--- src/rtl/hazard_ctrl_md_pkg.sv ---
// Shared encodings and helpers for the pipeline hazard unit with MD busy tracking.
package hazard_ctrl_md_pkg;

  localparam int unsigned TW = 2;
  localparam logic [4:0] REG_ZERO = 5'd0;

  typedef enum logic [1:0] {
    FWD_GRF = 2'd0,
    FWD_W   = 2'd1,
    FWD_M   = 2'd2,
    FWD_E   = 2'd3
  } fwd_sel_e;

  // $0 is never a real producer, so a write to it must not match any reader.
  function automatic logic reg_match(input logic we, input logic [4:0] wa, input logic [4:0] ra);
    return we && (wa != REG_ZERO) && (wa == ra);
  endfunction

endpackage

--- src/rtl/hazard_ctrl_md_busy_tracker.sv ---
// Multiply/divide busy counter: loads the op latency on a start, counts down, flags completion.
module hazard_ctrl_md_busy_tracker
  import hazard_ctrl_md_pkg::*;
#(
  parameter int unsigned MULT_CYCLES = 5,
  parameter int unsigned DIV_CYCLES  = 10,
  parameter int unsigned CNT_W       = 4
) (
  input  logic i_clk,
  input  logic i_reset,
  input  logic i_md_start,
  input  logic i_md_is_div,
  output logic o_md_busy,
  output logic o_md_done
);

  logic [CNT_W-1:0] r_cnt;
  logic [CNT_W-1:0] w_cnt_nxt;
  logic             r_done;

  always_comb begin
    w_cnt_nxt = r_cnt;
    if (i_md_start && (r_cnt == '0)) begin
      w_cnt_nxt = i_md_is_div ? CNT_W'(DIV_CYCLES) : CNT_W'(MULT_CYCLES);
    end else if (r_cnt != '0) begin
      w_cnt_nxt = r_cnt - CNT_W'(1);
    end
  end

  always_ff @(posedge i_clk or posedge i_reset) begin
    if (i_reset) begin
      r_cnt  <= '0;
      r_done <= 1'b0;
    end else begin
      r_cnt  <= w_cnt_nxt;
      r_done <= (r_cnt == CNT_W'(1));
    end
  end

  assign o_md_busy = i_md_start | (r_cnt != '0);
  assign o_md_done = r_done;

  // A start while busy is ignored by the counter; the D-stage stall should make it impossible.
  a_no_start_while_busy : assert property (
    @(posedge i_clk) disable iff (i_reset) !(i_md_start && (r_cnt != '0))
  );

endmodule

--- src/rtl/hazard_ctrl_md.sv ---
// Pipeline hazard unit: Tuse/Tnew stall detection, forwarding selects, MD busy and stall counter.
module hazard_ctrl_md
  import hazard_ctrl_md_pkg::*;
#(
  parameter int unsigned MULT_CYCLES = 5,
  parameter int unsigned DIV_CYCLES  = 10,
  parameter int unsigned CNT_W       = 4,
  parameter int unsigned PERF_W      = 32
) (
  input  logic              i_clk,
  input  logic              i_reset,
  input  logic              i_use_rs_D,
  input  logic              i_use_rt_D,
  input  logic [4:0]        i_rs_D,
  input  logic [4:0]        i_rt_D,
  input  logic [TW-1:0]     i_tuse_rs_D,
  input  logic [TW-1:0]     i_tuse_rt_D,
  input  logic              i_md_op_D,
  input  logic              i_we_E,
  input  logic [4:0]        i_wa_E,
  input  logic [TW-1:0]     i_tnew_E,
  input  logic              i_we_M,
  input  logic [4:0]        i_wa_M,
  input  logic [TW-1:0]     i_tnew_M,
  input  logic              i_we_W,
  input  logic [4:0]        i_wa_W,
  input  logic [4:0]        i_rs_E,
  input  logic [4:0]        i_rt_E,
  input  logic [4:0]        i_rt_M,
  input  logic              i_md_start_E,
  input  logic              i_md_is_div_E,
  input  logic              i_perf_clr,
  output logic              o_stall,
  output logic [1:0]        o_fwd_rs_D,
  output logic [1:0]        o_fwd_rt_D,
  output logic [1:0]        o_fwd_rs_E,
  output logic [1:0]        o_fwd_rt_E,
  output logic              o_fwd_rt_M,
  output logic              o_md_busy,
  output logic              o_md_done,
  output logic [PERF_W-1:0] o_stall_cnt
);

  logic              w_md_busy;
  logic              w_stall_rs;
  logic              w_stall_rt;
  logic              w_stall;
  fwd_sel_e          w_fwd_rs_D;
  fwd_sel_e          w_fwd_rt_D;
  fwd_sel_e          w_fwd_rs_E;
  fwd_sel_e          w_fwd_rt_E;
  logic [PERF_W-1:0] r_stall_cnt;

  hazard_ctrl_md_busy_tracker #(
    .MULT_CYCLES(MULT_CYCLES),
    .DIV_CYCLES (DIV_CYCLES),
    .CNT_W      (CNT_W)
  ) u_md_busy_tracker (
    .i_clk      (i_clk),
    .i_reset    (i_reset),
    .i_md_start (i_md_start_E),
    .i_md_is_div(i_md_is_div_E),
    .o_md_busy  (w_md_busy),
    .o_md_done  (o_md_done)
  );

  // A value is late when the reader needs it (Tuse) before the producer has it (Tnew).
  always_comb begin
    w_stall_rs = i_use_rs_D &&
                 ((reg_match(i_we_E, i_wa_E, i_rs_D) && (i_tuse_rs_D < i_tnew_E)) ||
                  (reg_match(i_we_M, i_wa_M, i_rs_D) && (i_tuse_rs_D < i_tnew_M)));
    w_stall_rt = i_use_rt_D &&
                 ((reg_match(i_we_E, i_wa_E, i_rt_D) && (i_tuse_rt_D < i_tnew_E)) ||
                  (reg_match(i_we_M, i_wa_M, i_rt_D) && (i_tuse_rt_D < i_tnew_M)));
    w_stall    = w_stall_rs | w_stall_rt | (i_md_op_D & w_md_busy);
  end

  // Youngest matching producer wins; if its value is not ready yet, fall back to the GRF.
  always_comb begin
    w_fwd_rs_D = FWD_GRF;
    if (reg_match(i_we_E, i_wa_E, i_rs_D))      w_fwd_rs_D = (i_tnew_E == '0) ? FWD_E : FWD_GRF;
    else if (reg_match(i_we_M, i_wa_M, i_rs_D)) w_fwd_rs_D = (i_tnew_M == '0) ? FWD_M : FWD_GRF;
    else if (reg_match(i_we_W, i_wa_W, i_rs_D)) w_fwd_rs_D = FWD_W;

    w_fwd_rt_D = FWD_GRF;
    if (reg_match(i_we_E, i_wa_E, i_rt_D))      w_fwd_rt_D = (i_tnew_E == '0) ? FWD_E : FWD_GRF;
    else if (reg_match(i_we_M, i_wa_M, i_rt_D)) w_fwd_rt_D = (i_tnew_M == '0) ? FWD_M : FWD_GRF;
    else if (reg_match(i_we_W, i_wa_W, i_rt_D)) w_fwd_rt_D = FWD_W;

    w_fwd_rs_E = FWD_GRF;
    if (reg_match(i_we_M, i_wa_M, i_rs_E))      w_fwd_rs_E = (i_tnew_M == '0) ? FWD_M : FWD_GRF;
    else if (reg_match(i_we_W, i_wa_W, i_rs_E)) w_fwd_rs_E = FWD_W;

    w_fwd_rt_E = FWD_GRF;
    if (reg_match(i_we_M, i_wa_M, i_rt_E))      w_fwd_rt_E = (i_tnew_M == '0) ? FWD_M : FWD_GRF;
    else if (reg_match(i_we_W, i_wa_W, i_rt_E)) w_fwd_rt_E = FWD_W;
  end

  always_ff @(posedge i_clk or posedge i_reset) begin
    if (i_reset) begin
      r_stall_cnt <= '0;
    end else if (i_perf_clr) begin
      r_stall_cnt <= '0;
    end else if (w_stall && !(&r_stall_cnt)) begin
      r_stall_cnt <= r_stall_cnt + PERF_W'(1);
    end
  end

  assign o_stall     = w_stall;
  assign o_fwd_rs_D  = w_fwd_rs_D;
  assign o_fwd_rt_D  = w_fwd_rt_D;
  assign o_fwd_rs_E  = w_fwd_rs_E;
  assign o_fwd_rt_E  = w_fwd_rt_E;
  assign o_fwd_rt_M  = reg_match(i_we_W, i_wa_W, i_rt_M);
  assign o_md_busy   = w_md_busy;
  assign o_stall_cnt = r_stall_cnt;

endmodule
--- config.mk ---
export PLATFORM = sky130hd
export DESIGN_NAME = hazard_ctrl_md
export DESIGN_NICKNAME = d
export VERILOG_FILES = /design/src/rtl/hazard_ctrl_md_pkg.sv /design/src/rtl/hazard_ctrl_md_busy_tracker.sv /design/src/rtl/hazard_ctrl_md.sv
export SDC_FILE = /design/constraint.sdc
export NUM_CORES = 1
export LEC_CHECK = 0
export BUFFER_PORTS_ARGS = -buffer_cell sky130_fd_sc_hd__clkbuf_2
export CORE_MARGIN = 3
export CORE_UTILIZATION = 54
export CTS_CLUSTER_DIAMETER = 50
export DETAILED_ROUTE_END_ITERATION = 7
export PLACE_DENSITY = 0.89
export SLEW_MARGIN = 10
export SYNTH_ARGS = -nofsm -noshare
export SYNTH_HDL_FRONTEND = slang
export SYNTH_SLANG_ARGS = --single-unit
--- constraint.sdc ---
create_clock -name i_clk -period 4.1 [get_ports i_clk]
set_input_delay 0.41 -clock i_clk [delete_from_list [all_inputs] [get_ports i_clk]]
set_output_delay 0.41 -clock i_clk [all_outputs]
set_load 0.05 [all_outputs]
==> results by group <==
Final layout
  – Finished Layout Cells: 526
  – Fraction of layout cells with a size suffix above 1: 0.265
  – Area Growth Syn to Fin: 20.6%
  – Ant. Diodes: 0
  – Fin nets: 522
  – Final Util: 0.694

Floorplanning
  – Core ar.: 5270 µm²
  – Die Ht: 80.9 µm
  – # rows: 26
  – Die area: 6550 µm²
  – Die W: 80.9 µm
  – I/O pin cnt: 103
  – Initial core utilization: 0.575

Synth
  – EDFF count, synth: 0
  – Syn Nets: 431
  – Largest family of logic cells by synthesized area: simple AND/OR/NAND/NOR gates
  – Asr flop ratio synth: 1.00
  – Ys flop type: dfrtp_1
  – Syn Std Cell Area: 3030 µm²
  – Yosys warnings: 0
  – Mapped Cells: 364
  – Simple-gate area share of the yosys netlist: 0.267
  – Compound-gate portion of the synthesized area: 0.156
  – Xor and xnor area share after synthesis: 0.162
  – Syn avg cell area: 8.33 µm²
  – Seq/Total Area, Yosys: 0.306
  – Multiplexer area fraction after synthesis: 0.0219
  – Synth unique cells: 43
  – Post-Synth Adder-Cell Area: 0.0330
  – Flops & latches, synth: 37

Global routing
  – Grt ovf: 0
  – Largest net degree at the start of global routing: 41
  – Gr usage total: 0.259
  – First-pass GRT wire length: 13,700 µm
  – Antenna violations before repair: 0
  – Vias in the first global route: 3,061

Power
  – Pwr dens: 265 nW/µm²
  – P_leak: 0.00163 µW
  – Clock power frac: 0.257
  – Gate power share: 0.310
  – Sw frac: 0.352
  – Total Power: 969 µW
  – Reg power frac: 0.433
  – Internal power: 628 µW
  – VDD IR-drop max: 0.227 mV
  – Sw Pwr: 341 µW

Clock network
  – Clock Pin Slew Worst Setup and Hold Paths: 80 ps
  – Clk buf depth: 2
  – Post-CTS setup buffer count: 0
  – CTS sink count: 37
  – CTS tree: yes
  – Num CTS Buffers: 5
  – Htree depth: 2
  – PostCTS Resize Cnt: 0
  – CTS Hold Bufs: 0
  – Clock root cell: clkbuf_8
  – Skew-Pair Late Insertion Delay: 290 ps

Placement
  – Gpl congestion: 0.928
  – Placed Cells: 518
  – I/O Buffers: 102
  – HPWL after DPL: 6360 µm

Timing
  – Skew final: 6.78 ps
  – Fin crit share: 0.738
  – Worst rel slew slack: 0.470
  – Hold WS: 206 ps
  – Worst-Margin Slew: 795 ps
  – Slew Limit Fails: 0
  – Min Tclk post-route: 3030 ps
  – Final hold vios: 0
  – Setup violators final: 0
  – RSZ-0062 raised after global routing: no
  – Fmax achieved: 330 MHz
  – Final TNS setup: 0 ps

Worst setup path
  – Critical path endpoint category: output pin
  – RR Endpoint: o_stall_cnt[6]
  – CP Launch Type: flop
  – Critical path class: reg -> out
  – R2R cell count: 9
  – FF-to-FF Start: u_md_busy_tracker.r_cnt[0]
  – Reg-to-reg setup timing slack: 1310 ps
  – CP Max Fanout: 14
  – Critical Path RT: 3690 ps
  – Critical Path AT: 2620 ps

Route
  – Routed WL: 8220 µm
  – Iteration-0 DRC Markers: 171
  – Residual DRC count: 0
  – Routed vias/inst: 6.05
  – Via count: 3,183
  – Initial DRT Pass Iterations: 4
  – Post-DR wirelength/cell: 15.6 µm
  – Post-route antenna net violation count: 0

Job
  – Maxcap violations: 0

Min path
  – Hold WC Path Type: in -> async

Status
  – Outcome: complete, no violations
worst max-delay path: stages (launching register included):
cell	delay (ps)
dfrtp_1	450
inv_1	110
ha_1	210
nand2_1	170
or2_2	340
o2bb2ai_1	170
a211oi_4	540
inv_1	80
clkbuf_2	250
sequential cells by signal, summed over array words and instances, names as in the netlist:
register / cells
o_stall_cnt: 32
u_md_busy_tracker.r_cnt: 4
u_md_busy_tracker.o_md_done: 1
worst max-delay path by stage:
stage / start / to / slack (ps) / cells past startpoint
detailed placement: i_wa_E[1] / o_stall_cnt[6] / 1080 / 9
global route: i_wa_E[1] / o_stall / 920 / 8
global placement: i_wa_M[1] / o_stall_cnt[6] / 1190 / 9
CTS: u_md_busy_tracker.r_cnt[0] / o_stall / 1100 / 8
finish: u_md_busy_tracker.r_cnt[0] / o_stall / 1070 / 8
floorplan: i_wa_M[0] / o_fwd_rt_D[1] / 760 / 5
cell type report:
type	count	area, µm²
clock buffers	6	72.6
clock inverters	2	10.0
fillers	473	1610
inverters	14	52.6
multi-input cells	288	1940
flip-flops and latches	37	926
well taps	70	87.6
repair buffers	109	563
power groups by stage:
| stage | sequential (µW) | combinational (µW) | clock (µW) |
|---|---|---|---|
| 6_report | 419 | 301 | 249 |
| 4_1_cts | 419 | 301 | 253 |
| 3_5_place_dp | 425 | 300 | 0 |
| 5_1_grt | 422 | 340 | 267 |
| 2_1_floorplan | 437 | 196 | 0 |
| 3_3_place_gp | 424 | 285 | 0 |
kinds of logic after synthesis:
| kind of cell | Yosys count |
|---|---|
| AO/OA/AOI/OAI | 77 |
| XOR/XNOR | 56 |
| adder cells (fa/ha/maj) | 8 |
| buffers and inverters | 39 |
| flip-flops | 37 |
| multiplexers | 6 |
| AND/OR/NAND/NOR | 141 |
synth_stat cells, types with 4 or more instances:
cell | number | area share
dfrtp_1 | 37 | 0.31
xnor2_1 | 31 | 0.090
a21oi_1 | 27 | 0.045
nand2_1 | 26 | 0.032
xor2_1 | 25 | 0.072
or4_1 | 24 | 0.059
nand3_1 | 20 | 0.033
o31ai_1 | 17 | 0.042
nor2_1 | 15 | 0.019
o21ai_0 | 15 | 0.025
inv_1 | 14 | 0.017
clkbuf_1 | 13 | 0.016
nor4_1 | 13 | 0.027
buf_2 | 8 | 0.013
ha_1 | 8 | 0.033
nor2b_1 | 8 | 0.017
or3_1 | 8 | 0.017
o21ai_1 | 7 | 0.012
nand4_1 | 6 | 0.012
mux2_1 | 5 | 0.019
nor3_1 | 5 | 0.0083
and4_1 | 4 | 0.012
per-layer routing:
metal,vias to the layer above,global-route usage,share of wire
met3,8,0.0443,0.066
li1,1516,-,-
met4,0,0.0642,0.0090
met1,1517,0.320,0.42
met2,142,0.464,0.51
met5,-,0,0
metrics by stage:
stage	setup slack, ps	cell area [µm²]
2_1_floorplan	761	3030
3_3_place_gp	1190	3570
3_5_place_dp	1080	3570
4_1_cts	1100	3660
5_1_grt	915	3660
6_report	1070	3660
cell usage in the layout, fill, tap and decap left out, types with 8 or more instances in the layout:
cell type,count
or4_1,24
ha_1,8
xnor2_1,31
nand3_1,20
nor4_1,13
xor2_1,25
nor2_1,15
inv_1,14
clkbuf_2,102
nor2b_1,8
o21ai_0,15
nand2_1,26
o31ai_1,17
a21oi_1,27
dfrtp_1,37
or3_1,8
Power figures use the tool's default switching activity.
